===== src/rtl/hazard_ctrl_pkg.sv =====
// Shared CPU definitions for the hazard controller: FSM state encoding,
// forwarding-select codes and the forwarding priority helper.
package hazard_ctrl_pkg;

  typedef enum logic [1:0] {
    ST_RUN   = 2'b00,
    ST_STALL = 2'b01,
    ST_FLUSH = 2'b10,
    ST_WAIT  = 2'b11
  } state_t;

  localparam logic [1:0] FWD_RF    = 2'b00;
  localparam logic [1:0] FWD_EXMEM = 2'b10;
  localparam logic [1:0] FWD_MEMWB = 2'b01;

  // The youngest producer (EX/MEM) wins over MEM/WB; x0 is never forwarded.
  function automatic logic [1:0] fwd_sel(
    input logic [4:0] src,
    input logic [4:0] exmem_rd,
    input logic       exmem_we,
    input logic [4:0] memwb_rd,
    input logic       memwb_we
  );
    logic [1:0] sel;
    if (exmem_we && (exmem_rd != 5'd0) && (exmem_rd == src)) begin
      sel = FWD_EXMEM;
    end else if (memwb_we && (memwb_rd != 5'd0) && (memwb_rd == src)) begin
      sel = FWD_MEMWB;
    end else begin
      sel = FWD_RF;
    end
    return sel;
  endfunction

endpackage


===== src/rtl/hazard_ctrl_fwd_unit.sv =====
// Combinational operand forwarding for the two EX-stage source registers.
module fwd_unit
  import hazard_ctrl_pkg::*;
(
  input  logic [4:0] idex_rs1,
  input  logic [4:0] idex_rs2,
  input  logic [4:0] exmem_rd,
  input  logic       exmem_regwrite,
  input  logic [4:0] memwb_rd,
  input  logic       memwb_regwrite,
  output logic [1:0] fwd_a,
  output logic [1:0] fwd_b
);

  // Pick the forwarding source independently for rs1 and rs2.
  always_comb begin
    fwd_a = fwd_sel(idex_rs1, exmem_rd, exmem_regwrite, memwb_rd, memwb_regwrite);
    fwd_b = fwd_sel(idex_rs2, exmem_rd, exmem_regwrite, memwb_rd, memwb_regwrite);
  end

endmodule


===== src/rtl/hazard_ctrl.sv =====
// Pipeline hazard controller: memory-wait freeze, branch flush, load-use
// stall, operand forwarding, saturating event counters and a WAIT watchdog.
module hazard_ctrl
  import hazard_ctrl_pkg::*;
#(
  parameter int CNT_W   = 16,
  parameter int TIMEOUT = 255
) (
  input  logic             clk_i,
  input  logic             rst_i,
  input  logic [4:0]       ifid_rs1_i,
  input  logic [4:0]       ifid_rs2_i,
  input  logic             use_rs1_i,
  input  logic             use_rs2_i,
  input  logic [4:0]       idex_rs1_i,
  input  logic [4:0]       idex_rs2_i,
  input  logic [4:0]       idex_rd_i,
  input  logic             idex_memread_i,
  input  logic             branch_taken_i,
  input  logic [4:0]       exmem_rd_i,
  input  logic             exmem_regwrite_i,
  input  logic [4:0]       memwb_rd_i,
  input  logic             memwb_regwrite_i,
  input  logic             dmem_req_i,
  input  logic             dmem_ready_i,
  output logic             pc_write_o,
  output logic             ifid_write_o,
  output logic             idex_write_o,
  output logic             exmem_write_o,
  output logic             ifid_flush_o,
  output logic             idex_flush_o,
  output logic             memwb_bubble_o,
  output logic [1:0]       fwd_a_o,
  output logic [1:0]       fwd_b_o,
  output logic [CNT_W-1:0] stall_cnt_o,
  output logic [CNT_W-1:0] flush_cnt_o,
  output logic [CNT_W-1:0] wait_cnt_o,
  output logic             err_o
);

  // Watchdog wide enough to hold TIMEOUT+1, where it saturates.
  localparam int WD_W = $clog2(TIMEOUT + 2);
  localparam logic [WD_W-1:0]  WD_MAX  = WD_W'(TIMEOUT + 1);
  localparam logic [WD_W-1:0]  WD_LIM  = WD_W'(TIMEOUT);
  localparam logic [CNT_W-1:0] CNT_MAX = {CNT_W{1'b1}};

  state_t          state;
  state_t          next_state;
  logic            mem_wait;
  logic            load_use;
  logic            ev_stall;
  logic            ev_flush;
  logic            ev_wait;
  logic [1:0]      fwd_a;
  logic [1:0]      fwd_b;
  logic [WD_W-1:0] wd_cnt;
  logic            err;

  fwd_unit u_fwd (
    .idex_rs1       (idex_rs1_i),
    .idex_rs2       (idex_rs2_i),
    .exmem_rd       (exmem_rd_i),
    .exmem_regwrite (exmem_regwrite_i),
    .memwb_rd       (memwb_rd_i),
    .memwb_regwrite (memwb_regwrite_i),
    .fwd_a          (fwd_a),
    .fwd_b          (fwd_b)
  );

  // Raw hazard conditions; x0 never creates a load-use dependency.
  always_comb begin
    mem_wait = dmem_req_i & ~dmem_ready_i;
    load_use = idex_memread_i && (idex_rd_i != 5'd0) &&
               (((idex_rd_i == ifid_rs1_i) && use_rs1_i) ||
                ((idex_rd_i == ifid_rs2_i) && use_rs2_i));
  end

  // Prioritised event decode: wait > branch > load-use > run; reset forces defaults.
  always_comb begin
    pc_write_o     = 1'b1;
    ifid_write_o   = 1'b1;
    idex_write_o   = 1'b1;
    exmem_write_o  = 1'b1;
    ifid_flush_o   = 1'b0;
    idex_flush_o   = 1'b0;
    memwb_bubble_o = 1'b0;
    fwd_a_o        = FWD_RF;
    fwd_b_o        = FWD_RF;
    ev_stall       = 1'b0;
    ev_flush       = 1'b0;
    ev_wait        = 1'b0;
    next_state     = ST_RUN;
    if (!rst_i) begin
      next_state = ST_RUN;
    end else begin
      fwd_a_o = fwd_a;
      fwd_b_o = fwd_b;
      if (mem_wait) begin
        pc_write_o     = 1'b0;
        ifid_write_o   = 1'b0;
        idex_write_o   = 1'b0;
        exmem_write_o  = 1'b0;
        memwb_bubble_o = 1'b1;
        ev_wait        = 1'b1;
        next_state     = ST_WAIT;
      end else if (branch_taken_i) begin
        ifid_flush_o = 1'b1;
        idex_flush_o = 1'b1;
        ev_flush     = 1'b1;
        next_state   = ST_FLUSH;
      end else if (load_use && (state != ST_FLUSH)) begin
        // ID/EX holds a bubble right after a flush, so the match is stale there.
        pc_write_o   = 1'b0;
        ifid_write_o = 1'b0;
        idex_flush_o = 1'b1;
        ev_stall     = 1'b1;
        next_state   = ST_STALL;
      end else begin
        next_state = ST_RUN;
      end
    end
  end

  // State register, saturating counters, watchdog and sticky error flag.
  always_ff @(posedge clk_i) begin
    if (!rst_i) begin
      state       <= ST_RUN;
      stall_cnt_o <= {CNT_W{1'b0}};
      flush_cnt_o <= {CNT_W{1'b0}};
      wait_cnt_o  <= {CNT_W{1'b0}};
      wd_cnt      <= {WD_W{1'b0}};
      err         <= 1'b0;
    end else begin
      state <= next_state;
      if (ev_stall && (stall_cnt_o != CNT_MAX)) begin
        stall_cnt_o <= stall_cnt_o + CNT_W'(1);
      end
      if (ev_flush && (flush_cnt_o != CNT_MAX)) begin
        flush_cnt_o <= flush_cnt_o + CNT_W'(1);
      end
      if (ev_wait && (wait_cnt_o != CNT_MAX)) begin
        wait_cnt_o <= wait_cnt_o + CNT_W'(1);
      end
      if (ev_wait) begin
        if (wd_cnt != WD_MAX) begin
          wd_cnt <= wd_cnt + WD_W'(1);
        end
        // This cycle takes the consecutive-wait count past TIMEOUT.
        if (wd_cnt >= WD_LIM) begin
          err <= 1'b1;
        end
      end else begin
        wd_cnt <= {WD_W{1'b0}};
      end
    end
  end

  assign err_o = err;

endmodule


===== config.mk =====
export PLATFORM = sky130hd
export DESIGN_NAME = hazard_ctrl
export DESIGN_NICKNAME = d
export VERILOG_FILES = /design/src/rtl/hazard_ctrl_pkg.sv /design/src/rtl/hazard_ctrl_fwd_unit.sv /design/src/rtl/hazard_ctrl.sv
export SDC_FILE = /design/constraint.sdc
export NUM_CORES = 1
export LEC_CHECK = 0
export BUFFER_PORTS_ARGS = -buffer_cell sky130_fd_sc_hd__buf_2
export CAP_MARGIN = 20
export CORE_AREA = 2 2 87 89
export DETAILED_ROUTE_END_ITERATION = 10
export DIE_AREA = 0 0 89 91
export PLACE_DENSITY = 0.74
export SETUP_SLACK_MARGIN = 0.3
export SLEW_MARGIN = 40
export SYNTH_ARGS = -nofsm -noshare
export SYNTH_HDL_FRONTEND = slang
export SYNTH_SLANG_ARGS = --single-unit

===== constraint.sdc =====
create_clock -name clk_i -period 2.06 [get_ports clk_i]
set_clock_uncertainty 0.05 [all_clocks]
set_input_delay 0.103 -clock clk_i [delete_from_list [all_inputs] [get_ports clk_i]]
set_output_delay 0.103 -clock clk_i [all_outputs]
set_load 0.02 [all_outputs]

### After elaboration in Yosys (flattened, before gate mapping)

Index checks and enable logic that the tools add are counted.

| operators by class | value |
|---|---|
| reductions and logical operators | 20 |
| $lt $le $gt $ge | 1 |
| bitwise logic cells | 2 |
| add/sub/neg operators | 4 |
| equality and inequality tests | 11 |
| multiplexer cells | 27 |

Operator list:

| cell | count |
|---|---|
| adder 16 x 1 -> 16 bit, second input constant | 3 |
| != test 16 bit, second input constant | 3 |
| equality test 5 bit | 6 |
| two-way mux 1 bit | 21 |
| nonzero test 5 bit | 3 |
| logical AND 1 bit | 14 |
| two-way mux 2 bit | 6 |
| adder 9 x 1 -> 9 bit, second input constant | 1 |
| >= comparator 9 x 8 -> 1 bit, second input constant | 1 |
| != test 9 bit, second input constant | 1 |
| AND reduction 2 bit | 2 |
| != test 2 bit, second input constant | 1 |
| AND 1 bit | 1 |
| logical OR 1 bit | 1 |
| NOT 1 bit | 1 |

| word-level totals | value |
|---|---|
| register bits | 60 |
| output and inout port bits | 60 |
| logic and storage cells | 71 |
| input port bits | 45 |

### Longest topological paths before layout

Gate-level depths: netlist of the first run.

| depth | value |
|---|---|
| depth after elaboration | 10 |
| gate-level depth with buffers | 9 |
| depth with buffers taken out | 9 |

### Hierarchy

From an unflattened synthesis of the first run, not the netlist that was laid out.

| unflattened totals | value |
|---|---|
| cells, all modules | 409 |
| area total of the unflattened synthesis | 3423.3 sq um |

By module, submodules not included:

| module | times used | area each (sq um) | cells an instance | sequential area each (sq um) |
|---|---|---|---|---|
| hazard_ctrl | 1 | 3165.5 | 375 | 1201.2 |
| fwd_unit | 1 | 257.7 | 34 | 0.0 |

### Least setup slack after synthesis of the first run

Ideal clock, no wire load.

| timing | value |
|---|---|
| kind | register to register |
| start point | reg stall_cnt_o[0] |
| end point | reg stall_cnt_o[6] |
| period minus slack after synthesis | 2.175 ns |
| setup time | 0.070 ns |
| data required time | 1.940 ns |
| arrival | 2.055 ns |
| setup slack | -0.115 ns |
| cell stages (with the launch flop) | 9 |
| path buffers | 1 |
| cell sequence | dfxtp_1 > ha_1 > and3_2 > and3_2 > a311oi_4 > nand3_2 > buf_6 > or3_1 > a21oi_1 |

| between the ends | value |
|---|---|
| cells in the longest elaborated chain, start to end | 2 |
| elaborated cells between the ends (all ways) | 3 |
| those cells by class | add/sub (1); eq/ne (1); reduce/logical (1) |

RTL lines:

| item | RTL line | text |
|---|---|---|
| start, declared | hazard_ctrl.sv:35 | `output logic [CNT_W-1:0] stall_cnt_o,` |
| start signal, assigned | hazard_ctrl.sv:128 | `stall_cnt_o <= {CNT_W{1'b0}};` |
| start signal, assigned | hazard_ctrl.sv:136 | `stall_cnt_o <= stall_cnt_o + CNT_W'(1);` |
| parallel branches: the longest is 2 deep, another holds adder 16 x 1 -> 16 bit | - |  |

Several ways; the timed one is not identified.
A chain may end at the register's enable or synchronous reset.

### Worst setup path after layout of the first run

| timing | value |
|---|---|
| start point | reg stall_cnt_o[1] |
| end point | reg stall_cnt_o[11] |

Same word-level chain as after synthesis.

==> results of run 1 <==
-- area by class of cell --
cell class | count | area, um^2 | share of cell area, %
Clock inverter | 4 | 73.82 | 1.631
Sequential cell | 60 | 1225 | 27.06
Inverter | 13 | 53.80 | 1.189
Timing Repair Buffer | 142 | 854.6 | 18.88
Clock buffer | 12 | 145.1 | 3.206
Multi-Input combinational cell | 298 | 2051 | 45.30
Tap cell | 99 | 123.9 | 2.736
-- per-stage QoR --
stage | setup TNS, ns | setup WS, ns | hold WS [ns]
2_1_floorplan | 0 | 0.06810 | 0.2005
3_3_place_gp | 0 | 0.01247 | 0.4123
3_5_place_dp | -0.3715 | -0.07443 | 0.4138
4_1_cts | 0 | 0.004320 | 0.05466
5_1_grt | -1.198 | -0.1271 | 0.09096
6_report | -0.4178 | -0.06775 | 0.08877
-- cell families after synthesis --
kind of cell               count (synthesis)
xor gates and xnor gates                  60
adders and majority gates                  6
AOI/OAI and AO/OA                         49
muxes                                      5
DFF                                       60
and+or+nand+nor                          178
buffers and inverters                     24
-- power by group --
part / total (uW) / switching, uW / leakage [uW] / internal (uW)
Sequential: 1170 / 7.82 / 0.000491 / 1160
Combinational: 265 / 147 / 0.00132 / 118
Clock: 1180 / 460 / 0.000111 / 715
-- repair_timing --
item | 4_1_cts | 5_1_grt
setup endpoints to repair | 28 | 41
setup buffers | 7 | 4
pin swaps | 7 | 12
gates resized for setup | 9 | 31
-- worst max-delay path by stage --
stage / slack [ns] / startpoint / endpoint / cells past startpoint
after floorplan: 0.07 / stall_cnt_o[1] / stall_cnt_o[6] / 8
after global placement: 0.01 / stall_cnt_o[1] / stall_cnt_o[8] / 8
after detailed placement: -0.07 / stall_cnt_o[1] / stall_cnt_o[11] / 7
after CTS: 0.004 / stall_cnt_o[1] / stall_cnt_o[11] / 8
after global routing: -0.13 / stall_cnt_o[1] / stall_cnt_o[9] / 8
final: -0.07 / stall_cnt_o[1] / stall_cnt_o[11] / 8
-- worst register-to-register path: stages (launching register included) --
cell and delay (ns):
sky130_fd_sc_hd__dfxtp_4 0.35, sky130_fd_sc_hd__ha_4 0.15, sky130_fd_sc_hd__and3_4 0.17, sky130_fd_sc_hd__and3_4 0.19, sky130_fd_sc_hd__a311oi_4 0.33, sky130_fd_sc_hd__nand4_1 0.18, sky130_fd_sc_hd__buf_4 0.20, sky130_fd_sc_hd__or3_1 0.30
sky130_fd_sc_hd__a21oi_1 0.15
-- per-layer routing --
metal | wire length (um) | vias up
met5 | 0 | -
met4 | 117 | 0
met3 | 505 | 12
met2 | 4600 | 95
met1 | 3632 | 1581
li1 | - | 1639
-- cells in the final DEF (no fill, tap or decap), types with 3 or more instances in the layout --
master	instances
sky130_fd_sc_hd__buf_2	102
sky130_fd_sc_hd__dfxtp_1	49
sky130_fd_sc_hd__nor2_1	42
sky130_fd_sc_hd__xor2_1	35
sky130_fd_sc_hd__buf_4	33
sky130_fd_sc_hd__nand2_1	28
sky130_fd_sc_hd__nand3_1	27
sky130_fd_sc_hd__xnor2_1	25
sky130_fd_sc_hd__a21oi_1	16
sky130_fd_sc_hd__nand4_1	15
sky130_fd_sc_hd__o21ai_0	15
sky130_fd_sc_hd__inv_1	12
sky130_fd_sc_hd__clkbuf_8	10
sky130_fd_sc_hd__nor3_1	9
sky130_fd_sc_hd__or3_1	9
sky130_fd_sc_hd__or4_1	7
sky130_fd_sc_hd__dfxtp_2	7
sky130_fd_sc_hd__and3_1	6
sky130_fd_sc_hd__and4_1	6
sky130_fd_sc_hd__and3_4	5
sky130_fd_sc_hd__mux2i_1	5
sky130_fd_sc_hd__buf_6	5
sky130_fd_sc_hd__nor4_1	4
sky130_fd_sc_hd__ha_1	4
sky130_fd_sc_hd__dfxtp_4	4
sky130_fd_sc_hd__o211ai_1	3
sky130_fd_sc_hd__and2_1	3
sky130_fd_sc_hd__a21oi_2	3
-- state kept, by name, indices dropped and copies added, names as in the netlist --
name / cells
err_o: 1
flush_cnt_o: 16
stall_cnt_o: 16
state: 2
wait_cnt_o: 16
wd_cnt: 9
==> results by stage, run 1 <==
Outcome:
- The flow ran to the end, but the final reports show violations.
- The final reports fail on negative setup slack.

Final layout:
- In the final design database the tool counted 575 nets.
- The filler cell count is 623.
- Measured on the finished design, the core utilization comes to 63.43%.
- Once layout is done, the placed cells without fillers occupy 4527 um^2.
- The number of antenna diodes in the final layout is 0.
- The finished layout holds 628 standard cells, fillers aside.
- Cells with a size suffix above 1 make up 37.81% of the layout.
- The area overhead of the layout relative to synthesis is 41.66%.

Logic synthesis:
- The most used flip-flop cell after synthesis is sky130_fd_sc_hd__dfxtp_1.
- In this run the cell area of the synthesized design comes to 3196 um^2.
- After synthesis, the cell types taking the most area are sky130_fd_sc_hd__dfxtp_1 (38%), sky130_fd_sc_hd__xor2_1 (9.6%), sky130_fd_sc_hd__xnor2_1 (6.9%), sky130_fd_sc_hd__nor2_1 (5.2%), sky130_fd_sc_hd__nand3_1 (4.4%).
- The most used standard cell by instance count after synthesis is sky130_fd_sc_hd__dfxtp_1.
- The synthesized netlist devotes 28.90% of its cell area to simple gates.
- The synthesized netlist devotes 9.397% of its cell area to compound gates.
- The number of nets handed over by synthesis was 433.
- The mean instance size in the synthesized netlist is 8.365 um^2.
- The number of different library cells used by synthesis comes to 39.
- The multiplexer area fraction after synthesis is 1.566%.
- The share of the Yosys chip area taken by registers is 37.59%.
- During synthesis, Yosys emitted a total of 0 warnings.
- The cell type with the largest total area after synthesis is sky130_fd_sc_hd__dfxtp_1.
- Summing the areas of all fa, ha and maj instances in the mapped netlist gives 2.349% of the synthesized area.
- The async set-or-reset flop fraction in the synthesized netlist is 0%.
- The synthesized flop and latch total is 60.
- The post-synthesis share of cell area spent on xor and xnor gates is 16.44%.
- Counting instances in the post-synthesis netlist gives the leading cell types as sky130_fd_sc_hd__dfxtp_1 (60), sky130_fd_sc_hd__nor2_1 (44), sky130_fd_sc_hd__xor2_1 (35).
- The largest family of logic cells by synthesized area is simple AND/OR/NAND/NOR gates.
- The cell count after synthesis is 382.
- The number of synthesized flops with an enable pin is 0.
- After synthesis, the largest area contributor takes up 37.59% of total cell area.

Timing:
- The final number of max-transition violations came to 0.
- The minimum clock period after layout is 2.128 ns.
- The worst path uses 103.3% of the clock period.
- The headroom to the max-slew limit is 70.68%.
- Derived from the worst setup path, the maximum achievable clock frequency is 470.0 MHz.
- At the pin with the least slew margin, the transition time is 0.4358 ns.
- Setup repair after global routing could not meet its margin everywhere.
- The final-report hold violation count was 0.
- Across all setup checks in the final design, the least slack found is -0.06775 ns.
- The number of failing setup endpoints in the final timing report is 11.

Floorplanning:
- The die area is 8099 um^2.
- From bottom edge to top edge, the die measures 91 um.
- The core region area is 7137 um^2.
- The placement row count is 31.
- The floorplan step set the die width to 89 um.
- The starting density of the core is 44.78%.
- 105 I/O pins were placed.

Worst setup path:
- Traced cell by cell, the critical path runs through ha_4 -> and3_4 -> and3_4 -> a311oi_4 -> nand4_1 -> buf_4 -> or3_1 -> a21oi_1.
- At the worst endpoint, the required time is 2.28 ns.
- The slowest stage of the critical path is the sky130_fd_sc_hd__dfxtp_4 cell.
- The number of cells on the worst reg-to-reg path is 8.
- The register-to-register path setup slack is -0.07 ns.
- The category of the most critical setup path is flip-flop to flip-flop.
- The count of buffer and inverter cells on the critical path is 1.
- The launching element type of the critical path is a flip-flop.
- The cell occurring most often along the worst timing path is sky130_fd_sc_hd__and3_4.
- The critical register-to-register path startpoint is stall_cnt_o[1].
- In this run the critical register-to-register path is captured at stall_cnt_o[11].
- The arrival time at the worst endpoint is 2.35 ns.
- The cell family contributing the most delay on the critical path is simple AND/OR/NAND/NOR gates.
- The worst setup path is captured at a flip-flop.
- The maximum fanout count along the critical path is 9.
- The delay of the slowest critical-path stage is 0.35 ns.

GRT:
- The first global-routing pass estimated 13,840 um of wire.
- The peak-usage layer in the global routing report is met2.
- The met1 usage is 24.76%.
- For met2 alone, demand over resource in global routing was 36.57%.
- Entering global routing, the biggest net connects 41 pins.
- Across every metal layer, demand over resource in global routing totals 21.43%.
- The initial antenna violation count came to 0.
- Global routing used 6.909% of the available met3 tracks.
- The via count of the first global-routing pass is 3,105.
- The total global routing overflow is 0.

CTS:
- The clock passes through at most 2 buffers.
- In this run, CTS created clock tree buffers numbering 9.
- The clock insertion delay at the later pin of the skew report is 0.34 ns.
- The maximum level of the CTS H-tree is 3.
- After clock tree synthesis, the clock-pin slew on the worst setup and hold paths is 0.07 ns.
- TritonCTS built the clock tree.
- The number of hold buffers added after CTS is 0.
- In this run the clock root is driven by a sky130_fd_sc_hd__clkbuf_8.
- Counting every sink on the clock net gives 60.

Power:
- The total leakage power is 0.001922 uW.
- The final total power is 2611 uW.
- Dividing total power by cell area gives a power density of 576.7 nW/um^2.
- VDD sags by at most 0.2923 mV.

Route:
- In the final routed layout, each cell accounts on average for 14.10 um.
- The count of routing violations after the opening detailed-route iteration is 163.
- The pre-antenna-repair detailed-routing pass consisted of 4 iterations.
- For this run, design rule violations remaining after detail routing come to 0.
- The count of nets left with antenna violations once routing finished came out at 0.
- The routed layout has 3,327 vias.
- The via count normalized by instance count is 5.298.
- The overall routed net length is 8856 um.

Min path:
- The hold path depth is 3.
- The end point of the most critical hold path is state[1].
- The kind of path behind the tightest hold check is input port to flip-flop.
- The startpoint identified for the worst hold timing path is branch_taken_i.

Placed design:
- The placed instances occupy a cell area of 4058 um^2.
- The number of placed instances, taps included, is 601.
- The weighted congestion at the end of routability-driven global placement is 0.8831.
- The post-DP HPWL is 6233 um.
- The count of buffers added on input and output ports is 104.

Job:
- The number of maximum-capacitance constraint violations is 0.
(Power assumes the default switching activity.)
==> run 2, diff against run 1 <==
Settings changed: CORE_AREA 2 2 87 89 to 2 2 83 85, DIE_AREA 0 0 89 91 to 0 0 85 87, PLACE_DENSITY 0.74 to 0.77.
Clock period 2.06 ns to 2 ns, I/O delays scaled along.
==> run 2 against run 1 <==
Net effect:
- the run still ends with negative setup slack left
- global-route usage grew 2.0 points
- largest power group is now registers
- sequential cell count is the same
- clock-buffer cell count is the same
- highest routed layer unchanged
==> results by stage, run 2 (synthesis gave the netlist of run 1 again) <==
Worst setup path:
- For flop-to-flop paths, the worst setup slack is -0.1 ns.
- The highest-delay cell along the critical path is sky130_fd_sc_hd__dfxtp_4.
- The maximum fanout count along the critical path is 6.
- STA puts the critical path data required time at 2.22 ns.
- The critical path is of the flip-flop to flip-flop type.
- The arrival time at the worst endpoint is 2.32 ns.
- For this run, the slowest stage of the critical path takes 0.35 ns.
- The critical path capture point type is a flip-flop.
- The critical path goes through ha_4 -> and3_4 -> and3_4 -> a311oi_4 -> buf_4 -> nand3_4 -> buf_4 -> or3_1 -> a21oi_1.
- For the worst flop-to-flop path, the logic depth is 9.
- The launching element type of the critical path is a flip-flop.
- In this run the critical register-to-register path is launched from stall_cnt_o[1].
- The terminus of the critical flop-to-flop path is stall_cnt_o[5].

Timing:
- The worst pin sits at a relative slew slack of 60.14%.
- For this run, the top clock speed supported by timing is 476.4 MHz.
- Setup repair after global routing could not meet its margin everywhere.
- Subtracting the final worst setup slack from the clock period gives 2.099 ns.
- The number of failing setup endpoints in the final timing report is 9.
- The final number of max-transition violations is 0.
- The final-report hold violation count came to 0.
- For the pin with the worst max-slew slack, the measured transition is 0.5924 ns.
- Once routing completed, OpenROAD measured the worst setup slack at -0.09904 ns.
- The final period utilization is 105.0%.
- The aggregate negative setup slack is -0.4827 ns.

Power:
- The total leakage power is 0.002060 uW.
- The internal portion of the total power is 1969 uW.
- The power share of the sequential group is 45.8%.
- The clock network burns 42.9% of the power.
- For this design the ratio of total power to cell area is 548.0 nW/um^2.
- Combinational cells account for 11.3% of the total power.
- The switching power total is 656.0 uW.
- The switching power share of the total is 24.99%.
- The worst-case vdd ir drop is 0.4713 mV.

Job:
- Max-cap violations in this run came to 0.

GRT:
- The via count of the first global-routing pass is 3,113.
- The first-pass GRT wire length is 14,050 um.
- The total global routing overflow is 0.
- Global routing used 23.40% of the available tracks across all layers.
- Entering global routing, the biggest net connects 24 pins.
- The initial antenna violation count was 0.

Route:
- The remaining number of nets flagged by the antenna check after routing is 0.
- For this run, design rule violations remaining after detail routing come to 0.
- The overall routed net length is 9710 um.
- The via count of the routed design is 3,440.
- After detailed routing, the average wire length per cell comes to 15.46 um.
- The count of routing violations after the opening detailed-route iteration is 194.
- The via count normalized by instance count is 5.478.
- The first detailed-routing pass took 4 iterations.

Final layout:
- Summing all multi-input logic gate instances after layout gives 2206 um^2.
- Cells with a size suffix above 1 make up 42.70% of the layout.
- After the last flow step, the layout net total stands at 594.
- Across the whole layout, storage elements account for 1244 um^2.
- The area overhead of the layout relative to synthesis is 49.92%.
- The layout has 489 filler cells.
- The number of diodes is 0.
- Excluding fillers, the count of instances in the completed layout stands at 628.
- In the final layout, the registers with the most flip-flops are flush_cnt_o (16), stall_cnt_o (16), wait_cnt_o (16).
- The library cells used most frequently in the layout, excluding fill and tap cells, are sky130_fd_sc_hd__buf_2 (100), sky130_fd_sc_hd__buf_4 (51), sky130_fd_sc_hd__dfxtp_1 (46), sky130_fd_sc_hd__nor2_1 (42), sky130_fd_sc_hd__xor2_1 (35).
- The most common cell after layout, fill and taps aside is sky130_fd_sc_hd__buf_2.

Floorplanning:
- The initial utilization of the core area, before any placement, comes to 48.65%.
- The die covers 7395 um^2.
- The die span in x is 85 um.
- The die height is 87 um.
- In this run the core area contains 30 standard-cell rows.
- The region available for standard cell placement spans 6569 um^2.
- 105 I/O pins were placed.

CTS:
- The number of buffers created by CTS is 9.
- The TritonCTS clock tree is yes.
- The clock insertion delay at the later pin of the skew report is 0.34 ns.
- In this run the clock root is driven by a sky130_fd_sc_hd__clkbuf_8.
- The post-CTS clock slew at the launch and capture registers of the worst setup and hold paths is 0.07 ns.
- The maximum clock path buffer count is 2.
- Counting every sink on the clock net gives 60.
- The maximum level of the CTS H-tree is 3.

Min path:
- The end point of the most critical hold path is state[1].
- The path class of the tightest hold or removal check is input port to flip-flop.
- The critical hold path startpoint is branch_taken_i.
- Counting instances, the worst hold path has a depth of 3.

Outcome:
- The flow ran to the end, but the final reports show violations.
- The checks that failed: negative setup slack.

Placed design:
- Routability-driven placement finished with a final weighted congestion of 0.9140.
- Port buffering added 104 buffers.
- In this run, placement finished with an instance count of 579.
- Once detailed placement completed, the half-perimeter wirelength came to 6322 um.
==> run 2: changes by cell type in the layout (fill, tap and decap cells not counted), moves of 3 or more <==
cell | previous run | this run
sky130_fd_sc_hd__buf_4 | 33 | 51
sky130_fd_sc_hd__dfxtp_4 | 4 | 10
sky130_fd_sc_hd__xnor2_1 | 25 | 19
sky130_fd_sc_hd__xnor2_2 | 0 | 6
sky130_fd_sc_hd__buf_6 | 5 | 9
sky130_fd_sc_hd__o21ai_1 | 1 | 5
sky130_fd_sc_hd__dfxtp_1 | 49 | 46
sky130_fd_sc_hd__dfxtp_2 | 7 | 4
sky130_fd_sc_hd__o21ai_0 | 15 | 12
==> run 2: how the worst max path moves through the flow <==
stage / to / cells past startpoint / from
floorplan: stall_cnt_o[6] / 8 / stall_cnt_o[1]
global placement: stall_cnt_o[4] / 7 / stall_cnt_o[1]
detailed placement: stall_cnt_o[14] / 7 / stall_cnt_o[1]
CTS: stall_cnt_o[9] / 8 / stall_cnt_o[1]
global route: stall_cnt_o[10] / 8 / stall_cnt_o[1]
finish: stall_cnt_o[5] / 9 / stall_cnt_o[1]
==> run 2: cell type report <==
| type | instances | area share, % |
|---|---|---|
| clock buffers | 12 | 3.265 |
| clock inverters | 4 | 0.9663 |
| inverters | 13 | 1.123 |
| multi-input cells | 299 | 46.04 |
| flip-flops and latches | 60 | 25.96 |
| well taps | 80 | 2.089 |
| repair buffers | 160 | 20.55 |
==> run 2: per-layer routing <==
| metal | vias up | share of wire (%) | track usage (%) |
|---|---|---|---|
| li1 | 1670 | - | - |
| met1 | 1623 | 40 | 27.73 |
| met2 | 129 | 52 | 40.98 |
| met3 | 18 | 6.4 | 5.118 |
| met4 | 0 | 1.9 | 9.668 |
| met5 | - | 0 | 0 |
==> run 2: per-stage QoR <==
| step | power, uW | hold WS [ns] | setup slack, ns | cell area (um^2) | util, % |
|---|---|---|---|---|---|
| floorplan | 1361 | 0.1975 | 0.008100 | 3301 | - |
| global placement | 1464 | 0.4052 | -0.06096 | 4033 | 61.39 |
| detailed placement | 1471 | 0.4099 | -0.1368 | 4033 | 61.39 |
| CTS | 2590 | 0.06066 | -0.05264 | 4394 | 66.90 |
| global route | 2716 | 0.08587 | -0.1516 | 4791 | 72.93 |
| finish | 2625 | 0.07850 | -0.09904 | 4791 | 72.93 |
==> run 2: worst max-delay path, delay by kind of cell (launching register included) <==
kind | cells | cell delay [ns]
buf+inv | 2 | 0.35
compound gates | 2 | 0.37
flops | 1 | 0.35
fa+ha+maj | 1 | 0.16
simple gates | 4 | 0.74
==> run 2: power groups by stage <==
stage | clock network [uW] | registers (uW) | logic (uW)
2_1_floorplan | 0 | 1240 | 125
3_3_place_gp | 0 | 1230 | 233
3_5_place_dp | 0 | 1230 | 239
4_1_cts | 1140 | 1200 | 250
5_1_grt | 1190 | 1200 | 320
6_report | 1130 | 1200 | 296
==> run 2: repair_timing <==
action,4_1_cts,5_1_grt
pin swaps,16,34
buffers inserted,12,19
gates resized for setup,19,55
setup endpoints to repair,29,46
hold buffers,0,0
cloned,0,2
